`src/rtl/color_manager_config_applier_if.sv`:
```
// Config-bus link between the config manager (master) and the settings applier (slave).
// A write transfers when C_Valid and C_Rdy are both high on a clock edge.
interface color_manager_config_applier_if #(
    parameter int C_ADDR_WIDTH = 3,
    parameter int C_DATA_WIDTH = 14
);
    logic [C_ADDR_WIDTH-1:0] C_Addr;
    logic [C_DATA_WIDTH-1:0] C_Data;
    logic                    C_Valid;
    logic                    C_Rdy;

    modport master (output C_Addr, output C_Data, output C_Valid, input C_Rdy);
    modport slave  (input C_Addr, input C_Data, input C_Valid, output C_Rdy);
endinterface

```
`src/rtl/color_manager_config_applier.sv`:
```
// Applies config-bus writes to the live UART and VGA settings. UART fields wait for an idle
// UART, resolution waits for a frame start; both waits give up after TIMEOUT_CYCLES.
module color_manager_config_applier #(
    parameter int C_ADDR_WIDTH   = 3,
    parameter int C_DATA_WIDTH   = 14,
    parameter int TIMEOUT_CYCLES = 1000000,
    parameter int TIMEOUT_WIDTH  = 20
) (
    input  logic        Clk,
    input  logic        Rst,
    color_manager_config_applier_if.slave cfg,
    input  logic        Uart_Busy,
    input  logic        Frame_Start,
    output logic [2:0]  Baud_Sel,
    output logic [1:0]  Parity_Sel,
    output logic        Stop_Sel,
    output logic [1:0]  Res_Sel,
    output logic [1:0]  Quadrant_Sel,
    output logic [13:0] Color,
    output logic        Update_Done,
    output logic        Update_Timeout,
    output logic        Addr_Error
);
    typedef enum logic [1:0] {
        S_IDLE      = 2'd0,
        S_DISPATCH  = 2'd1,
        S_WAIT_UART = 2'd2,
        S_WAIT_VGA  = 2'd3
    } state_t;

    localparam logic [C_ADDR_WIDTH-1:0]  ADDR_BAUD   = C_ADDR_WIDTH'(0);
    localparam logic [C_ADDR_WIDTH-1:0]  ADDR_PARITY = C_ADDR_WIDTH'(1);
    localparam logic [C_ADDR_WIDTH-1:0]  ADDR_STOP   = C_ADDR_WIDTH'(2);
    localparam logic [C_ADDR_WIDTH-1:0]  ADDR_RES    = C_ADDR_WIDTH'(3);
    localparam logic [C_ADDR_WIDTH-1:0]  ADDR_QUAD   = C_ADDR_WIDTH'(4);
    localparam logic [C_ADDR_WIDTH-1:0]  ADDR_COLOR  = C_ADDR_WIDTH'(5);
    localparam logic [TIMEOUT_WIDTH-1:0] CNT_LAST    = TIMEOUT_WIDTH'(TIMEOUT_CYCLES - 1);

    state_t                  state_q, state_d;
    logic [C_ADDR_WIDTH-1:0] pend_addr_q, pend_addr_d;
    logic [C_DATA_WIDTH-1:0] pend_data_q, pend_data_d;
    logic [TIMEOUT_WIDTH-1:0] cnt_q, cnt_d;
    logic                    rdy_q;
    logic [2:0]              baud_q, baud_d;
    logic [1:0]              parity_q, parity_d;
    logic                    stop_q, stop_d;
    logic [1:0]              res_q, res_d;
    logic [1:0]              quad_q, quad_d;
    logic [13:0]             color_q, color_d;
    logic                    done_q, timeout_q, addr_err_q;
    logic                    commit_s, timeout_s, addr_err_s;

    // State register plus every registered output and the pending write.
    always_ff @(posedge Clk) begin
        if (Rst) begin
            state_q     <= S_IDLE;
            pend_addr_q <= '0;
            pend_data_q <= '0;
            cnt_q       <= '0;
            rdy_q       <= 1'b1;
            baud_q      <= 3'd2;
            parity_q    <= 2'd0;
            stop_q      <= 1'b0;
            res_q       <= 2'd0;
            quad_q      <= 2'd0;
            color_q     <= 14'd0;
            done_q      <= 1'b0;
            timeout_q   <= 1'b0;
            addr_err_q  <= 1'b0;
        end else begin
            state_q     <= state_d;
            pend_addr_q <= pend_addr_d;
            pend_data_q <= pend_data_d;
            cnt_q       <= cnt_d;
            rdy_q       <= (state_d == S_IDLE);
            baud_q      <= baud_d;
            parity_q    <= parity_d;
            stop_q      <= stop_d;
            res_q       <= res_d;
            quad_q      <= quad_d;
            color_q     <= color_d;
            done_q      <= commit_s;
            timeout_q   <= timeout_s;
            addr_err_q  <= addr_err_s;
        end
    end

    // Next-state logic; a commit condition wins over timeout expiry.
    always_comb begin
        state_d = state_q;
        case (state_q)
            S_IDLE: begin
                if (cfg.C_Valid) state_d = S_DISPATCH;
                else             state_d = S_IDLE;
            end
            S_DISPATCH: begin
                case (pend_addr_q)
                    ADDR_BAUD, ADDR_PARITY, ADDR_STOP: state_d = S_WAIT_UART;
                    ADDR_RES:                          state_d = S_WAIT_VGA;
                    default:                           state_d = S_IDLE;
                endcase
            end
            S_WAIT_UART: begin
                if (!Uart_Busy || (cnt_q == CNT_LAST)) state_d = S_IDLE;
                else                                   state_d = S_WAIT_UART;
            end
            S_WAIT_VGA: begin
                if (Frame_Start || (cnt_q == CNT_LAST)) state_d = S_IDLE;
                else                                    state_d = S_WAIT_VGA;
            end
            default: state_d = S_IDLE;
        endcase
    end

    // Per-state actions: latch the request, run the wait counter, raise commit/drop/error.
    always_comb begin
        pend_addr_d = pend_addr_q;
        pend_data_d = pend_data_q;
        cnt_d       = cnt_q;
        commit_s    = 1'b0;
        timeout_s   = 1'b0;
        addr_err_s  = 1'b0;
        case (state_q)
            S_IDLE: begin
                if (cfg.C_Valid) begin
                    pend_addr_d = cfg.C_Addr;
                    pend_data_d = cfg.C_Data;
                end else begin
                    pend_addr_d = pend_addr_q;
                end
            end
            S_DISPATCH: begin
                case (pend_addr_q)
                    ADDR_QUAD, ADDR_COLOR:                       commit_s   = 1'b1;
                    ADDR_BAUD, ADDR_PARITY, ADDR_STOP, ADDR_RES: cnt_d      = '0;
                    default:                                     addr_err_s = 1'b1;
                endcase
            end
            S_WAIT_UART: begin
                if (!Uart_Busy)             commit_s  = 1'b1;
                else if (cnt_q == CNT_LAST) timeout_s = 1'b1;
                else                        cnt_d     = cnt_q + TIMEOUT_WIDTH'(1);
            end
            S_WAIT_VGA: begin
                if (Frame_Start)            commit_s  = 1'b1;
                else if (cnt_q == CNT_LAST) timeout_s = 1'b1;
                else                        cnt_d     = cnt_q + TIMEOUT_WIDTH'(1);
            end
            default: cnt_d = '0;
        endcase
    end

    // Field update on commit; narrow fields take the low bits of the pending data.
    always_comb begin
        baud_d   = baud_q;
        parity_d = parity_q;
        stop_d   = stop_q;
        res_d    = res_q;
        quad_d   = quad_q;
        color_d  = color_q;
        if (commit_s) begin
            case (pend_addr_q)
                ADDR_BAUD:   baud_d   = pend_data_q[2:0];
                ADDR_PARITY: parity_d = pend_data_q[1:0];
                ADDR_STOP:   stop_d   = pend_data_q[0];
                ADDR_RES:    res_d    = pend_data_q[1:0];
                ADDR_QUAD:   quad_d   = pend_data_q[1:0];
                ADDR_COLOR:  color_d  = pend_data_q[13:0];
                default:     color_d  = color_q;
            endcase
        end else begin
            color_d = color_q;
        end
    end

    assign cfg.C_Rdy      = rdy_q;
    assign Baud_Sel       = baud_q;
    assign Parity_Sel     = parity_q;
    assign Stop_Sel       = stop_q;
    assign Res_Sel        = res_q;
    assign Quadrant_Sel   = quad_q;
    assign Color          = color_q;
    assign Update_Done    = done_q;
    assign Update_Timeout = timeout_q;
    assign Addr_Error     = addr_err_q;
endmodule

```
`src/flat_wrapper.sv`:
```
// flat-port wrapper written by rule: the top's interface ports become plain ports
module color_manager_config_applier_flat 
#(
    parameter int C_ADDR_WIDTH   = 3,
    parameter int C_DATA_WIDTH   = 14,
    parameter int TIMEOUT_CYCLES = 1000000,
    parameter int TIMEOUT_WIDTH  = 20
)
  (Clk, Rst, Uart_Busy, Frame_Start, Baud_Sel, Parity_Sel, Stop_Sel, Res_Sel, Quadrant_Sel, Color, Update_Done, Update_Timeout, Addr_Error, cfg_C_Addr, cfg_C_Data, cfg_C_Valid, cfg_C_Rdy);
  color_manager_config_applier_if #(.C_ADDR_WIDTH(C_ADDR_WIDTH), .C_DATA_WIDTH(C_DATA_WIDTH)) cfg_i ();
  input  logic Clk;
  input  logic Rst;
  input  logic Uart_Busy;
  input  logic Frame_Start;
  output logic [2:0] Baud_Sel;
  output logic [1:0] Parity_Sel;
  output logic Stop_Sel;
  output logic [1:0] Res_Sel;
  output logic [1:0] Quadrant_Sel;
  output logic [13:0] Color;
  output logic Update_Done;
  output logic Update_Timeout;
  output logic Addr_Error;
  input wire logic [$bits(cfg_i.C_Addr)-1:0] cfg_C_Addr;
  input wire logic [$bits(cfg_i.C_Data)-1:0] cfg_C_Data;
  input wire logic [$bits(cfg_i.C_Valid)-1:0] cfg_C_Valid;
  output wire logic [$bits(cfg_i.C_Rdy)-1:0] cfg_C_Rdy;
  assign cfg_i.C_Addr = cfg_C_Addr;
  assign cfg_i.C_Data = cfg_C_Data;
  assign cfg_i.C_Valid = cfg_C_Valid;
  assign cfg_C_Rdy = cfg_i.C_Rdy;
  color_manager_config_applier #(.C_ADDR_WIDTH(C_ADDR_WIDTH), .C_DATA_WIDTH(C_DATA_WIDTH), .TIMEOUT_CYCLES(TIMEOUT_CYCLES), .TIMEOUT_WIDTH(TIMEOUT_WIDTH)) u_core (.Clk(Clk), .Rst(Rst), .cfg(cfg_i), .Uart_Busy(Uart_Busy), .Frame_Start(Frame_Start), .Baud_Sel(Baud_Sel), .Parity_Sel(Parity_Sel), .Stop_Sel(Stop_Sel), .Res_Sel(Res_Sel), .Quadrant_Sel(Quadrant_Sel), .Color(Color), .Update_Done(Update_Done), .Update_Timeout(Update_Timeout), .Addr_Error(Addr_Error));
endmodule
```
`config.mk`:
```
export PLATFORM = sky130hd
export DESIGN_NAME = color_manager_config_applier_flat
export DESIGN_NICKNAME = d
export VERILOG_FILES = /design/src/rtl/color_manager_config_applier_if.sv /design/src/rtl/color_manager_config_applier.sv /design/src/flat_wrapper.sv
export SDC_FILE = /design/constraint.sdc
export NUM_CORES = 1
export LEC_CHECK = 0
export ABC_AREA = 1
export CAP_MARGIN = 20
export CORE_MARGIN = 2
export CORE_UTILIZATION = 47
export CTS_CLUSTER_SIZE = 30
export DETAILED_ROUTE_END_ITERATION = 8
export PLACE_DENSITY = 0.83
export RECOVER_POWER = 100
export SYNTH_ARGS = -nofsm -noshare
export SYNTH_HDL_FRONTEND = slang
export SYNTH_SLANG_ARGS = --single-unit
export TNS_END_PERCENT = 100
```
`constraint.sdc`:
```
create_clock -name Clk -period 1.4 [get_ports Clk]
set_input_delay 0.21 -clock Clk [delete_from_list [all_inputs] [get_ports Clk]]
set_output_delay 0.21 -clock Clk [all_outputs]
set_load 0.01 [all_outputs]
```
==> metrics.yaml <==
yosys:
  synthTopCellsByArea: "sky130_fd_sc_hd__dfxtp_1 43%, sky130_fd_sc_hd__nand2_1 12%, sky130_fd_sc_hd__nor2_1 10%, sky130_fd_sc_hd__nand3_1 6.9%, sky130_fd_sc_hd__a21oi_1 5.7%"
  synth_top_area_share_pct: 43.3
  synth_cells: 455
  synthesis.area_per_instance_sq_um: 6.81
  netlist_area_sq_um: 3100
  post_synth_net_total: 478
  synth.ff_latch_count: 67
  synth_top_cell_by_area: "sky130_fd_sc_hd__dfxtp_1"
  synth_seq_area_share_pct: 43.3
  yosysUniqueCellTypes: 26
  yosysWarnings: 0
clocking:
  cts_tree: "done"
  htreeDepth: 3
  cts_hold_repair.buffers: 0
  cts-buffers-inserted: 9
  clk-insertion-delay-late_ns: 0.36
  path_clk_slew_ns: 0.08
  clock_tree.buffer_depth: 2
  root_buffer: "sky130_fd_sc_hd__clkbuf_8"
  cts_num_sinks: 67
pwr:
  power.static_leakage_nw: 1.97
  power_per_cell_area_nw_per_um2: 972
  total_power_mw: 4.63
  sw_frac_of_total_pct: 29.2
  power.share.combinational_pct: 15.2
  switching_power_mw: 1.35
  share_seq_of_total_power_pct: 44.3
  worst_ir_drop_vdd_uv: 903
  p_clk_share_pct: 40.6
  intPower_mw: 3.28
worst_hold_path:
  holdCritPathClass: "in2reg"
  holdPathEnd: "u_core.pend_data_q[13]"
  hold_start: "cfg_C_Data[13]"
  hold_path_depth: 3
floorplanning:
  num_rows: 29
  ioPinCount: 50
  floorplan.die_area_sq_um: 7260
  floorplan.core_area_sq_um: 6350
  floorplan.initialDensity_pct: 48.8
  chipWidth_um: 85.2
  die_height_um: 85.2
finish:
  layout_common_cells: "74 x sky130_fd_sc_hd__nor2_1, 72 x sky130_fd_sc_hd__nand2_1, 57 x sky130_fd_sc_hd__dfxtp_1, 53 x sky130_fd_sc_hd__buf_4"
  layout-drive-gt1-share_pct: 31.2
  seqCellArea_sq_um: 1360
  flow.area_growth_from_synthesis_pct: 53.9
  antennaDiodeCount: 0
  layout.cells.most_common: "sky130_fd_sc_hd__nor2_1"
  finalNetCount: 589
  finish.utilization_pct: 75.1
  multi_input_comb_area_sq_um: 1910
  final_cell_count_no_fill: 648
  fillerInstances: 413
critical_path:
  criticalPathCategory: "reg2reg"
  critPathLaunchType: "register"
  regToRegEndpoint: "u_core.Parity_Sel[0]"
  worst-path-max-fanout: 8
  regToRegSetupSlack_ns: -0.16
  worst-endpoint-required_ns: 1.69
  worst_r2r_startpoint: "u_core.state_q[1]"
  r2r.worst_path.cells: 9
  timing.critical_path.to_type: "register"
  critPathArrivalTime_ns: 1.86
global_routing:
  grt_pass1_vias: 3464
  grt_first_pass_wirelength_mm: 15.9
  grtUsageMet2_pct: 47.1
  grt_max_degree: 28
  met3_track_demand_over_resource_in_global_routing_pct: 7.10
  global_route.overflow_total: 0
  antenna_found_initial: 0
  globalRouteMet1Util_pct: 32.0
  gr-max-usage-layer: "met2"
  grtUsageTotal_pct: 27.5
place:
  gp_congestion: 0.899
  dp.final_hpwl_mm: 6.00
  port-buffer-count: 49
  numPlacedInstances: 618
outcome:
  violations_in_the_final_reports: "negative setup slack"
  run_status: "finished with violations"
detailed_routing:
  drtPass1Iterations: 5
  route.detailed.drc: 0
  routed_wl_mm: 11.5
  ant_nets: 0
  drt-vias-per-instance: 5.81
  detail_route.iter0.violations: 303
  routedWlPerCell_um: 17.7
  detailroute.via_count: 3763
timing:
  worst_clock_skew_ns: 0.00565
  finalSetupViolations: 47
  max_freq_ghz: 0.640
  slew_viol_final: 0
  hold_violations: 0
  period_needed_ns: 1.56
  timing.max_slew.rel_slack_pct: 75.1
  worst-slew-pin-transition_ns: 0.373
  rsz_0062_raised_after_global_routing: "yes"
  setup_ws_ns: -0.162
  ratio_of_final_minimum_period_to_clock_period_pct: 112
job:
  maxCapViolCount: 0
Yosys cell counts:
cell type                  count
sky130_fd_sc_hd__nor2_1       86
sky130_fd_sc_hd__nand2_4       2
sky130_fd_sc_hd__buf_6         1
sky130_fd_sc_hd__buf_1         1
sky130_fd_sc_hd__dfxtp_1      67
sky130_fd_sc_hd__o21ai_0      30
sky130_fd_sc_hd__a31oi_1       1
sky130_fd_sc_hd__nor4_1        1
sky130_fd_sc_hd__nand2_1     100
sky130_fd_sc_hd__ha_1          1
sky130_fd_sc_hd__nand4_2       1
sky130_fd_sc_hd__xor2_1        5
sky130_fd_sc_hd__o21ai_4       1
sky130_fd_sc_hd__buf_4         3
sky130_fd_sc_hd__clkbuf_1      9
sky130_fd_sc_hd__inv_1        35
sky130_fd_sc_hd__nor2_2        6
sky130_fd_sc_hd__nand3_2       1
sky130_fd_sc_hd__nand4_1       7
sky130_fd_sc_hd__nand3b_1      4
sky130_fd_sc_hd__nor3_1        9
sky130_fd_sc_hd__a21oi_1      35
sky130_fd_sc_hd__nand3_1      43
sky130_fd_sc_hd__nand2_2       1
sky130_fd_sc_hd__buf_2         4
sky130_fd_sc_hd__inv_2         1
power by group through the flow:
| stage | Clock, mW | Combinational [mW] | Sequential (mW) |
|---|---|---|---|
| 3_3_place_gp | 0 | 0.491 | 2.07 |
| 4_1_cts | 1.85 | 0.596 | 2.03 |
| 3_5_place_dp | 0 | 0.503 | 2.08 |
| 5_1_grt | 1.95 | 0.736 | 2.05 |
| 2_1_floorplan | 0 | 0.290 | 2.07 |
| 6_report | 1.88 | 0.703 | 2.05 |
state kept, by name (all words and copies together), names as in the netlist:
register and count:
u_core.pend_addr_q 3, u_core.Color 14, u_core.Baud_Sel 3, u_core.cfg.C_Rdy 1, u_core.Addr_Error 1, u_core.Update_Timeout 1
u_core.state_q 2, u_core.cnt_q 20, u_core.Quadrant_Sel 2, u_core.pend_data_q 14, u_core.Update_Done 1, u_core.Res_Sel 2
u_core.Stop_Sel 1, u_core.Parity_Sel 2
logic make-up (layout without fill, tap and decap cells):
group / count (synthesis) / count (layout) / share of synthesized area [%]
AOI/OAI and AO/OA: 67 / 67 / 11.2
xor gates and xnor gates: 5 / 5 / 1.41
adders and majority gates: 1 / 1 / 0.404
buffers and inverters: 54 / 168 / 7.31
DFF: 67 / 67 / 43.3
and+or+nand+nor: 261 / 263 / 36.4
worst max path at each step:
stage / startpoint / end / slack, ns / depth (start not counted)
5_1_grt: u_core.state_q[0] / u_core.Color[7] / -0.22 / 9
4_1_cts: u_core.cnt_q[0] / u_core.cnt_q[1] / -0.07 / 8
3_5_place_dp: Uart_Busy / u_core.Color[13] / -0.25 / 9
2_1_floorplan: u_core.state_q[1] / u_core.Color[3] / 0.0003 / 8
6_report: u_core.state_q[1] / u_core.Parity_Sel[0] / -0.16 / 9
3_3_place_gp: Uart_Busy / u_core.cnt_q[9] / -0.18 / 9
worst max-delay path: stages, from the launching register on:
cell	delay [ns]
sky130_fd_sc_hd__dfxtp_4	0.41
sky130_fd_sc_hd__nand3_1	0.12
sky130_fd_sc_hd__nand2_2	0.13
sky130_fd_sc_hd__inv_2	0.07
sky130_fd_sc_hd__o21ai_4	0.05
sky130_fd_sc_hd__buf_2	0.26
sky130_fd_sc_hd__nand2_8	0.11
sky130_fd_sc_hd__nor2_4	0.10
sky130_fd_sc_hd__o21ai_0	0.12
sky130_fd_sc_hd__nor2_1	0.13
final cells by class:
type / instances / share of cell area [%]
clock inverters: 7 / 2.07
inverters: 36 / 2.89
well taps: 77 / 2.02
multi-input cells: 336 / 40.0
clock buffers: 9 / 2.60
flip-flops and latches: 67 / 28.5
repair buffers: 116 / 21.9
timing repair:
item / 4_1_cts / 5_1_grt
buffers inserted: 6 / 4
pin swaps: 18 / 21
cloned: 3 / 1
gates resized for setup: 70 / 78
setup endpoints to repair: 71 / 49
through the flow:
step | worst slack [ns] | cell area, sq um | TNS (ns) | hold slack [ns]
finish | -0.162 | 4770 | -4.95 | 0.467
global route | -0.222 | 4770 | -8.74 | 0.483
CTS | -0.0717 | 4500 | -1.17 | 0.467
detailed placement | -0.251 | 4070 | -8.10 | 0.457
global placement | -0.184 | 4070 | -6.57 | 0.448
floorplan | 0.000280 | 3130 | 0 | 0.377
routing by layer:
| metal | share of wire, % | routed length, um |
|---|---|---|
| met4 | 3.6 | 416 |
| met3 | 8.0 | 919 |
| met1 | 38 | 4330 |
| met2 | 51 | 5820 |
| met5 | 0 | 0 |
No activity file was read; power rests on OpenSTA's default activity.
